File: src/rtl/dm_access_ctrl.sv
// dm_access_ctrl: load/store front end for the word-addressed data memory; partial stores run as read-modify-write.
// Build option MISALIGN_TRAP_EN: trap misaligned half/word accesses instead of forcing natural alignment.
module dm_access_ctrl #(
  parameter int          ADDR_W    = 10,
  parameter logic [31:0] BASE_ADDR = 32'h0000_0000
) (
  input  logic              clk,
  input  logic              rst_n,
  input  logic              req_valid,
  output logic              req_ready,
  input  logic              req_wr,
  input  logic [1:0]        req_size,
  input  logic              req_sext,
  input  logic [31:0]       req_addr,
  input  logic [31:0]       req_wdata,
  output logic              rsp_valid,
  output logic [31:0]       rsp_rdata,
  output logic              rsp_err,
  output logic [ADDR_W-1:0] dm_addr,
  output logic [31:0]       dm_din,
  output logic              dm_we,
  input  logic [31:0]       dm_dout
);

  typedef enum logic [1:0] {IDLE, READ, WRITE, RESP} state_t;

  state_t      state;
  logic        l_wr;
  logic [1:0]  l_size;
  logic        l_sext;
  logic [1:0]  l_lane;
  logic [31:0] l_wdata;
  logic [31:0] rd_word;

  logic [31:0] offset;
  logic        out_of_window;
  logic        req_err;
  logic [1:0]  req_lane;

  function automatic logic [31:0] merge_word(input logic [31:0] old, input logic [31:0] wd,
                                             input logic [1:0] size, input logic [1:0] lane);
    logic [31:0] m;
    m = old;
    case (size)
      2'b00:   m[{lane, 3'b000} +: 8] = wd[7:0];
      2'b01:   m[{lane[1], 4'b0000} +: 16] = wd[15:0];
      default: m = wd;
    endcase
    return m;
  endfunction

  function automatic logic [31:0] extract_load(input logic [31:0] w, input logic [1:0] size,
                                               input logic sext, input logic [1:0] lane);
    logic [7:0]  b;
    logic [15:0] h;
    b = w[{lane, 3'b000} +: 8];
    h = lane[1] ? w[31:16] : w[15:0];
    case (size)
      2'b00:   return {{24{sext & b[7]}}, b};
      2'b01:   return {{16{sext & h[15]}}, h};
      default: return w;
    endcase
  endfunction

  // The memory index is taken from the window offset, so a non-zero base maps to word 0.
  assign offset        = req_addr - BASE_ADDR;
  assign out_of_window = |offset[31:ADDR_W+2];

`ifdef MISALIGN_TRAP_EN
  logic misaligned;
  assign misaligned = ((req_size == 2'b01) && offset[0]) ||
                      ((req_size == 2'b10) && (offset[1:0] != 2'b00));
  assign req_err    = (req_size == 2'b11) || out_of_window || misaligned;
  assign req_lane   = offset[1:0];
`else
  assign req_err    = (req_size == 2'b11) || out_of_window;
  assign req_lane   = (req_size == 2'b01) ? {offset[1], 1'b0} :
                      (req_size == 2'b10) ? 2'b00 : offset[1:0];
`endif

  // Word stores fall through the default merge branch, so rd_word is irrelevant for them.
  assign dm_din = merge_word(rd_word, l_wdata, l_size, l_lane);

  // dm_we is its own flop, set exactly when the next state is WRITE, so it cannot glitch.
  always_ff @(posedge clk or negedge rst_n) begin
    if (!rst_n) begin
      state     <= IDLE;
      req_ready <= 1'b1;
      rsp_valid <= 1'b0;
      rsp_rdata <= 32'h0;
      rsp_err   <= 1'b0;
      dm_we     <= 1'b0;
      dm_addr   <= '0;
      l_wr      <= 1'b0;
      l_size    <= 2'b00;
      l_sext    <= 1'b0;
      l_lane    <= 2'b00;
      l_wdata   <= 32'h0;
      rd_word   <= 32'h0;
    end else begin
      case (state)
        IDLE: begin
          if (req_valid) begin
            l_wr      <= req_wr;
            l_size    <= req_size;
            l_sext    <= req_sext;
            l_lane    <= req_lane;
            l_wdata   <= req_wdata;
            dm_addr   <= offset[ADDR_W+1:2];
            req_ready <= 1'b0;
            if (req_err) begin
              state     <= RESP;
              rsp_valid <= 1'b1;
              rsp_err   <= 1'b1;
              rsp_rdata <= 32'h0;
            end else if (!req_wr || (req_size != 2'b10)) begin
              state <= READ;
            end else begin
              state <= WRITE;
              dm_we <= 1'b1;
            end
          end
        end
        READ: begin
          rd_word <= dm_dout;
          if (l_wr) begin
            state <= WRITE;
            dm_we <= 1'b1;
          end else begin
            state     <= RESP;
            rsp_valid <= 1'b1;
            rsp_err   <= 1'b0;
            rsp_rdata <= extract_load(dm_dout, l_size, l_sext, l_lane);
          end
        end
        WRITE: begin
          dm_we     <= 1'b0;
          state     <= RESP;
          rsp_valid <= 1'b1;
          rsp_err   <= 1'b0;
          rsp_rdata <= 32'h0;
        end
        default: begin
          state     <= IDLE;
          rsp_valid <= 1'b0;
          rsp_err   <= 1'b0;
          rsp_rdata <= 32'h0;
          req_ready <= 1'b1;
        end
      endcase
    end
  end

endmodule

File: config.mk
export PLATFORM = sky130hd
export DESIGN_NAME = dm_access_ctrl
export DESIGN_NICKNAME = d
export VERILOG_FILES = /design/src/rtl/dm_access_ctrl.sv
export SDC_FILE = /design/constraint.sdc
export NUM_CORES = 1
export LEC_CHECK = 0
export BUFFER_PORTS_ARGS = -buffer_cell sky130_fd_sc_hd__buf_2
export CAP_MARGIN = 20
export CORE_MARGIN = 10
export CORE_UTILIZATION = 36
export CTS_BUF_LIST = sky130_fd_sc_hd__clkbuf_8
export DETAILED_ROUTE_END_ITERATION = 10
export MAX_ROUTING_LAYER = met4
export SYNTH_ARGS = -nofsm -noshare
export SYNTH_HDL_FRONTEND = slang
export SYNTH_SLANG_ARGS = --single-unit
File: constraint.sdc
create_clock -name clk -period 2.3 [get_ports clk]
set_input_delay 0.46 -clock clk [delete_from_list [all_inputs] [get_ports clk]]
set_output_delay 0.46 -clock clk [all_outputs]
set_load 0.01 [all_outputs]
==> impl_metrics.json, run 1 <==
{
  "cp_num_buf_inv": 3,
  "path_clk_slew_ns": 0.08,
  "worstMarginPinSlew_ns": 0.788,
  "synth-simple-area-share_pct": 10.8,
  "dieArea_mm2": 0.0223,
  "cts_sinks": 118,
  "synth_xor_xnor_area_share_pct": 0,
  "vdd.ir_drop.worst_uv": 658,
  "synth_seq_area_share_pct": 49.0,
  "drc": 0,
  "path_class": "flop to primary output",
  "dp_slack_ns": -0.0433,
  "syn_area_per_cell_um2": 10.9,
  "cp_max_fo": 4,
  "min_period_over_period_pct": 118,
  "wl_per_cell_um": 20.9,
  "synth_flop_cell": "dfrtp_1",
  "slew_violations": 0,
  "setup_viol_count_final": 32,
  "finalCriticalPeriod_ns": 2.71,
  "synth_edf_count": 0,
  "antenna_found_initial": 0,
  "ant_nets": 0,
  "post-route-util_pct": 49.3,
  "required_ns": 1.84,
  "hold_path.class": "input pin to flop",
  "relSlewSlack_pct": 47.0,
  "cts_buffer_depth": 2,
  "yosys.area.top_type": "dfrtp_1",
  "hpwl_um": 16200,
  "total_power_w": 0.0128,
  "cts_tree": "yes",
  "ys_types": 53,
  "grt_max_degree": 53,
  "overflow": 0,
  "cts-htree-levels": 4,
  "reg2reg_depth": 8,
  "nNetsFinal": 878,
  "violations": "negative setup slack",
  "drt_wl_total_um": 20900,
  "max_cap_viol_count": 0,
  "antennaDiodeCount": 0,
  "grt_pass1_vias": 5601,
  "synthMostInstantiatedCell": "dfrtp_1",
  "portBuffers": 180,
  "clock-root-buffer": "clkbuf_8",
  "setup_slack_ns": -0.405,
  "start_kind": "flop",
  "r2r-start": "l_lane[1]$_DFFE_PN0P_",
  "ys_top_cells_by_count": "117 x dfrtp_1, 93 x nand2_1, 81 x mux2_2",
  "initial_utilization_pct": 36.5,
  "crit_family": "compound AO/OA/AOI/OAI gates",
  "p_leak_nw": 3.82,
  "max_stage_delay_ns": 0.41,
  "vias": 5390,
  "synth_area_leaders": "dfrtp_1 49%, mux2_2 15%, nand2_1 5.8%",
  "cts_buffers": 17,
  "first_pass_iters": 7,
  "drt-initial-drc-count": 424,
  "place_congestion": 0.862,
  "die_w_um": 149,
  "cp-end-kind": "primary output",
  "finClkSkew_ns": 0.0127,
  "ys_async_sr_fraction_pct": 100,
  "rsz0062_at_grt": "true",
  "grtUsageTotal_pct": 18.9,
  "synth_top_family_by_area": "compound AO/OA/AOI/OAI gates",
  "final.fill_count": 1512,
  "ys_warn_count": 0,
  "syn_nets": 664,
  "io-pin-count": 181,
  "p_per_area_mw_per_mm2": 1570,
  "regArea_mm2": 0.00296,
  "rrSetupSlack_ns": 0.21,
  "rr_endpoint": "rsp_rdata[18]$_DFFE_PN0P_",
  "grt_pass1_wl_um": 31600,
  "layout-drive-gt1-share_pct": 49.9,
  "finalHoldWorstSlack_ns": 0.240,
  "die_h_um": 149,
  "cp_slowest_cell": "dfrtp_1",
  "hold_depth": 2,
  "synth-adder-area-share_pct": 1.87,
  "clk_latency_ns": 0.45,
  "muxShareOfSynthArea_pct": 17.4,
  "core_area_mm2": 0.0165,
  "path_cells": "inv_2, ha_4, nor2b_4, nor4b_4, buf_4, a221o_1, a22o_1, buf_2",
  "area_growth_pct": 35.0,
  "row_count": 47,
  "ys_seq_elements": 118,
  "synth_top_area_share_pct": 48.5,
  "syn_inst": 552,
  "hp-start": "req_wdata[14]",
  "max_freq_ghz": 0.370,
  "placed_cell_area_mm2": 0.00736,
  "status": "finished, violations left",
  "holdPathEnd": "l_wdata[14]$_DFFE_PN0P_",
  "hold_violations": 0,
  "arrival_ns": 2.25,
  "synth_compound_area_share_pct": 17.5,
  "fin_area_mm2": 0.00814,
  "multi_input_area_mm2": 0.00304,
  "synth.cell_area_mm2": 0.00603,
  "avgViaCountPerCell": 5.40
}
-- how the worst max path moves through the flow --
| stage | from | endpoint | slack, ns | depth (start not counted) |
|---|---|---|---|---|
| after floorplan | l_lane[0]$_DFFE_PN0P_ | dm_din[17] | 0.02 | 6 |
| after global placement | l_lane[0]$_DFFE_PN0P_ | dm_din[17] | -0.01 | 9 |
| after detailed placement | l_lane[0]$_DFFE_PN0P_ | dm_din[19] | -0.04 | 9 |
| after CTS | l_lane[1]$_DFFE_PN0P_ | dm_din[30] | -0.39 | 9 |
| after global routing | l_lane[1]$_DFFE_PN0P_ | dm_din[17] | -0.52 | 8 |
| final | l_lane[1]$_DFFE_PN0P_ | dm_din[18] | -0.41 | 8 |
-- final cells by class --
class / count / share of cell area [%]
Clock buffer: 19 / 3.21
Clock inverter: 13 / 2.21
Inverter: 17 / 0.814
Multi-Input combinational cell: 386 / 37.3
Sequential cell: 118 / 36.3
Tap cell: 220 / 3.38
Timing Repair Buffer: 226 / 16.8
-- report_power, final --
| group | total, W | internal (W) | switching (W) | leakage (nW) |
|---|---|---|---|---|
| registers | 0.00385 | 0.00304 | 0.000810 | 1.45 |
| logic | 0.00682 | 0.00335 | 0.00347 | 2.16 |
| clock network | 0.00211 | 0.00123 | 0.000883 | 0.211 |
| total | 0.0128 | 0.00762 | 0.00517 | 3.82 |
-- through the flow --
step,std cells,TNS [ns]
floorplan,552,0
global placement,951,-0.0120
detailed placement,951,-0.125
CTS,986,-10.64
global route,999,-12.90
finish,999,-9.91
-- timing repair --
item | in CTS | in global routing
setup endpoints to repair | 32 | 33
gates resized for setup | 9 | 46
pin swaps | 7 | 15
buffers inserted | 2 | 13
endpoints found under the hold margin | 31 | 0
hold buffers | 1 | 0
-- state kept, by name, indices dropped and copies added (netlist names) --
| signal | cells |
|---|---|
| l_wdata | 32 |
| l_sext | 1 |
| dm_we | 1 |
| rd_word | 32 |
| l_wr | 1 |
| rsp_err | 1 |
| state | 2 |
| l_size | 2 |
| dm_addr | 10 |
| req_ready | 1 |
| l_lane | 2 |
| rsp_rdata | 32 |
| rsp_valid | 1 |
-- metal layers --
layer | track usage (%) | up-vias | share of wire, %
met5 | - | - | 0
met4 | 5.89 | 0 | 2.0
met3 | 5.16 | 29 | 6.9
met2 | 29.9 | 196 | 49
met1 | 23.1 | 2678 | 42
li1 | - | 2487 | -
-- cell families after synthesis --
kind of cell | after synthesis
and+or+nand+nor | 142
AOI/OAI and AO/OA | 141
DFF | 118
muxes | 94
buffers and inverters | 48
adders and majority gates | 9
-- cells in the final DEF (no fill, tap or decap), types with 2 or more instances in the layout --
cell and count:
dfrtp_1 115, buf_12 2, nand3_1 3, o22ai_1 9
nand2b_1 4, nand2_2 10, clkinvlp_4 5, nor4_1 6
ha_4 3, mux2_4 2, a222oi_1 16, or3_1 2
ha_1 5, clkbuf_8 19, mux2i_1 12, a221o_1 6
a21oi_2 8, nor2_1 8, a22o_1 26, buf_4 39
o221ai_1 7, nor2b_1 7, o22a_1 7, bufinv_16 4
mux2_2 80, buf_2 168, dfrtp_2 2, clkinv_2 2
nor2_2 4, inv_1 13, o21ai_0 19, nand2_1 83
nor3_1 2, o21ai_2 2, o21ai_1 18, a22oi_2 2
a21oi_1 10, inv_2 3, nor4_4 2, buf_6 15
Note: power is estimated with default switching activity, not from simulation.
==> inputs of run 2 (changes only) <==
- REMOVE_ABC_BUFFERS: unset -> 1
==> impl_metrics.json, run 2 (same netlist as run 1, synthesis figures left out) <==
{
  "cp_max_fo": 5,
  "path_clk_slew_ns": 0.07,
  "die_w_um": 149,
  "avgViaCountPerCell": 5.46,
  "placed_cells": 952,
  "core_area_mm2": 0.0165,
  "initial_utilization_pct": 36.5,
  "cp_slowest_cell": "dfrtp_1",
  "vdd.ir_drop.worst_uv": 714,
  "drt_wl_total_um": 20900,
  "grt_pass1_vias": 5793,
  "overflow": 0,
  "setup_tns_ns": -9.53,
  "drt-initial-drc-count": 340,
  "setup_slack_ns": -0.409,
  "start_kind": "flop",
  "worstMarginPinSlew_ns": 0.557,
  "path_cells": "inv_2, ha_4, nor2b_4, nor4b_4, buf_4, a221o_1, a22o_1, buf_2",
  "finalCriticalPeriod_ns": 2.71,
  "layout_commonest_cell": "buf_2",
  "cts_buffers": 17,
  "most-common-layout-cells": "178 x buf_2, 116 x dfrtp_1, 92 x nand2_1",
  "p_leak_nw": 3.77,
  "slew_violations": 0,
  "clock-root-buffer": "clkbuf_8",
  "place_congestion": 0.915,
  "antenna_found_initial": 4,
  "max_freq_ghz": 0.369,
  "hold_violations": 0,
  "area_growth_pct": 32.0,
  "relSlewSlack_pct": 62.6,
  "cp-end-kind": "primary output",
  "path_class": "flop to primary output",
  "finalHoldWorstSlack_ns": 0.225,
  "nNetsFinal": 870,
  "crit_family": "compound AO/OA/AOI/OAI gates",
  "vias": 5431,
  "instances_no_fill": 995,
  "dieArea_mm2": 0.0223,
  "cts_buffer_depth": 2,
  "violations": "negative setup slack",
  "io-pin-count": 181,
  "clk_latency_ns": 0.46,
  "cp_num_buf_inv": 3,
  "hpwl_um": 15700,
  "largest_registers": "l_wdata x32, rd_word x32, rsp_rdata x32",
  "cts_sinks": 118,
  "status": "finished, violations left",
  "first_pass_iters": 6,
  "grt_max_degree": 58,
  "rsz0062_at_grt": "true",
  "p_per_area_mw_per_mm2": 1540,
  "ant_nets": 0,
  "portBuffers": 180,
  "row_count": 47,
  "die_h_um": 149,
  "wl_per_cell_um": 21.0,
  "grtUsageTotal_pct": 19.1,
  "cts_tree": "yes",
  "cts-htree-levels": 4,
  "hold_path.class": "input pin to flop",
  "drc": 0,
  "finClkSkew_ns": 0.0154,
  "setup_viol_count_final": 32,
  "max_cap_viol_count": 0,
  "min_period_over_period_pct": 118,
  "arrival_ns": 2.25,
  "grt_pass1_wl_um": 32200,
  "layout-drive-gt1-share_pct": 47.2,
  "required_ns": 1.84,
  "max_stage_delay_ns": 0.39
}
==> run 2: cell types whose count changed in the layout (fill, tap and decap cells not counted), moves of 4 or more <==
cell	delta
buf_4	-9
nand2_2	-9
buf_2	+10
buf_6	-11
nor2_1	+4
diode_2	+4
nor2_2	-4
nand2_1	+9
==> run 2: area by class of cell <==
class	instances	area (um^2)
well taps	220	275
clock inverters	12	111
clock buffers	20	275
fillers	1558	8560
multi-input cells	386	3000
repair buffers	218	1270
inverters	17	63.8
diodes	4	10.0
flip-flops and latches	118	2960
==> run 2: path summary, 6_finish.rpt <==
check,from,to,slack [ns],cells after the start
min reg2reg,rsp_rdata[30]$_DFFE_PN0P_,rsp_rdata[30]$_DFFE_PN0P_,0.48,2
min in group asynchronous,rst_n,l_sext$_DFFE_PN0P_,0.53,2
max in group asynchronous,rst_n,rd_word[8]$_DFFE_PN0P_,1.07,3
min,req_addr[4],dm_addr[2]$_DFFE_PN0P_,0.22,2
max reg2reg,l_lane[1]$_DFFE_PN0P_,rsp_rdata[19]$_DFFE_PN0P_,0.17,7
max,l_lane[0]$_DFFE_PN0P_,dm_din[23],-0.41,8
==> run 2: worst register-to-register path, stage by stage (launching register included) <==
cell,delay (ns)
dfrtp_1,0.38
buf_4,0.17
buf_4,0.22
nand2b_1,0.20
a311oi_1,0.40
and3_2,0.48
a21oi_2,0.05
o21ai_1,0.16
==> run 2: per-layer routing <==
metal  track usage, %  vias up  share of wire, %
met2             28.3      232                46
met1             23.7     2697                44
met4             7.31        0               2.1
met5                -        -                 0
met3             6.37       34               7.8
li1                 -     2468                 -
==> run 2: report_power, final <==
part           switching (W)  internal [W]  total [W]  leakage [nW]
registers           0.000712       0.00304    0.00375          1.45
logic                0.00350       0.00313    0.00663          2.11
clock network       0.000853       0.00103    0.00188         0.208
==> run 2: through the flow <==
| stage | total power, W | utilization (%) | instance area, um^2 | worst slack, ns |
|---|---|---|---|---|
| floorplan | 0.00740 | - | 5890 | -0.705 |
| global placement | 0.00982 | 44.6 | 7360 | -0.0773 |
| detailed placement | 0.0100 | 44.6 | 7360 | -0.156 |
| CTS | 0.0123 | 48.0 | 7940 | -0.421 |
| global route | 0.0131 | 48.2 | 7960 | -0.531 |
| finish | 0.0123 | 48.2 | 7960 | -0.409 |
==> run 2: repair_timing <==
action | 4_1_cts | 5_1_grt
pin swaps | 15 | 10
gates resized for setup | 30 | 6
buffers inserted | 6 | 1
hold endpoints to repair | 8 | 0
setup endpoints to repair | 32 | 48
hold buffers | 1 | 0
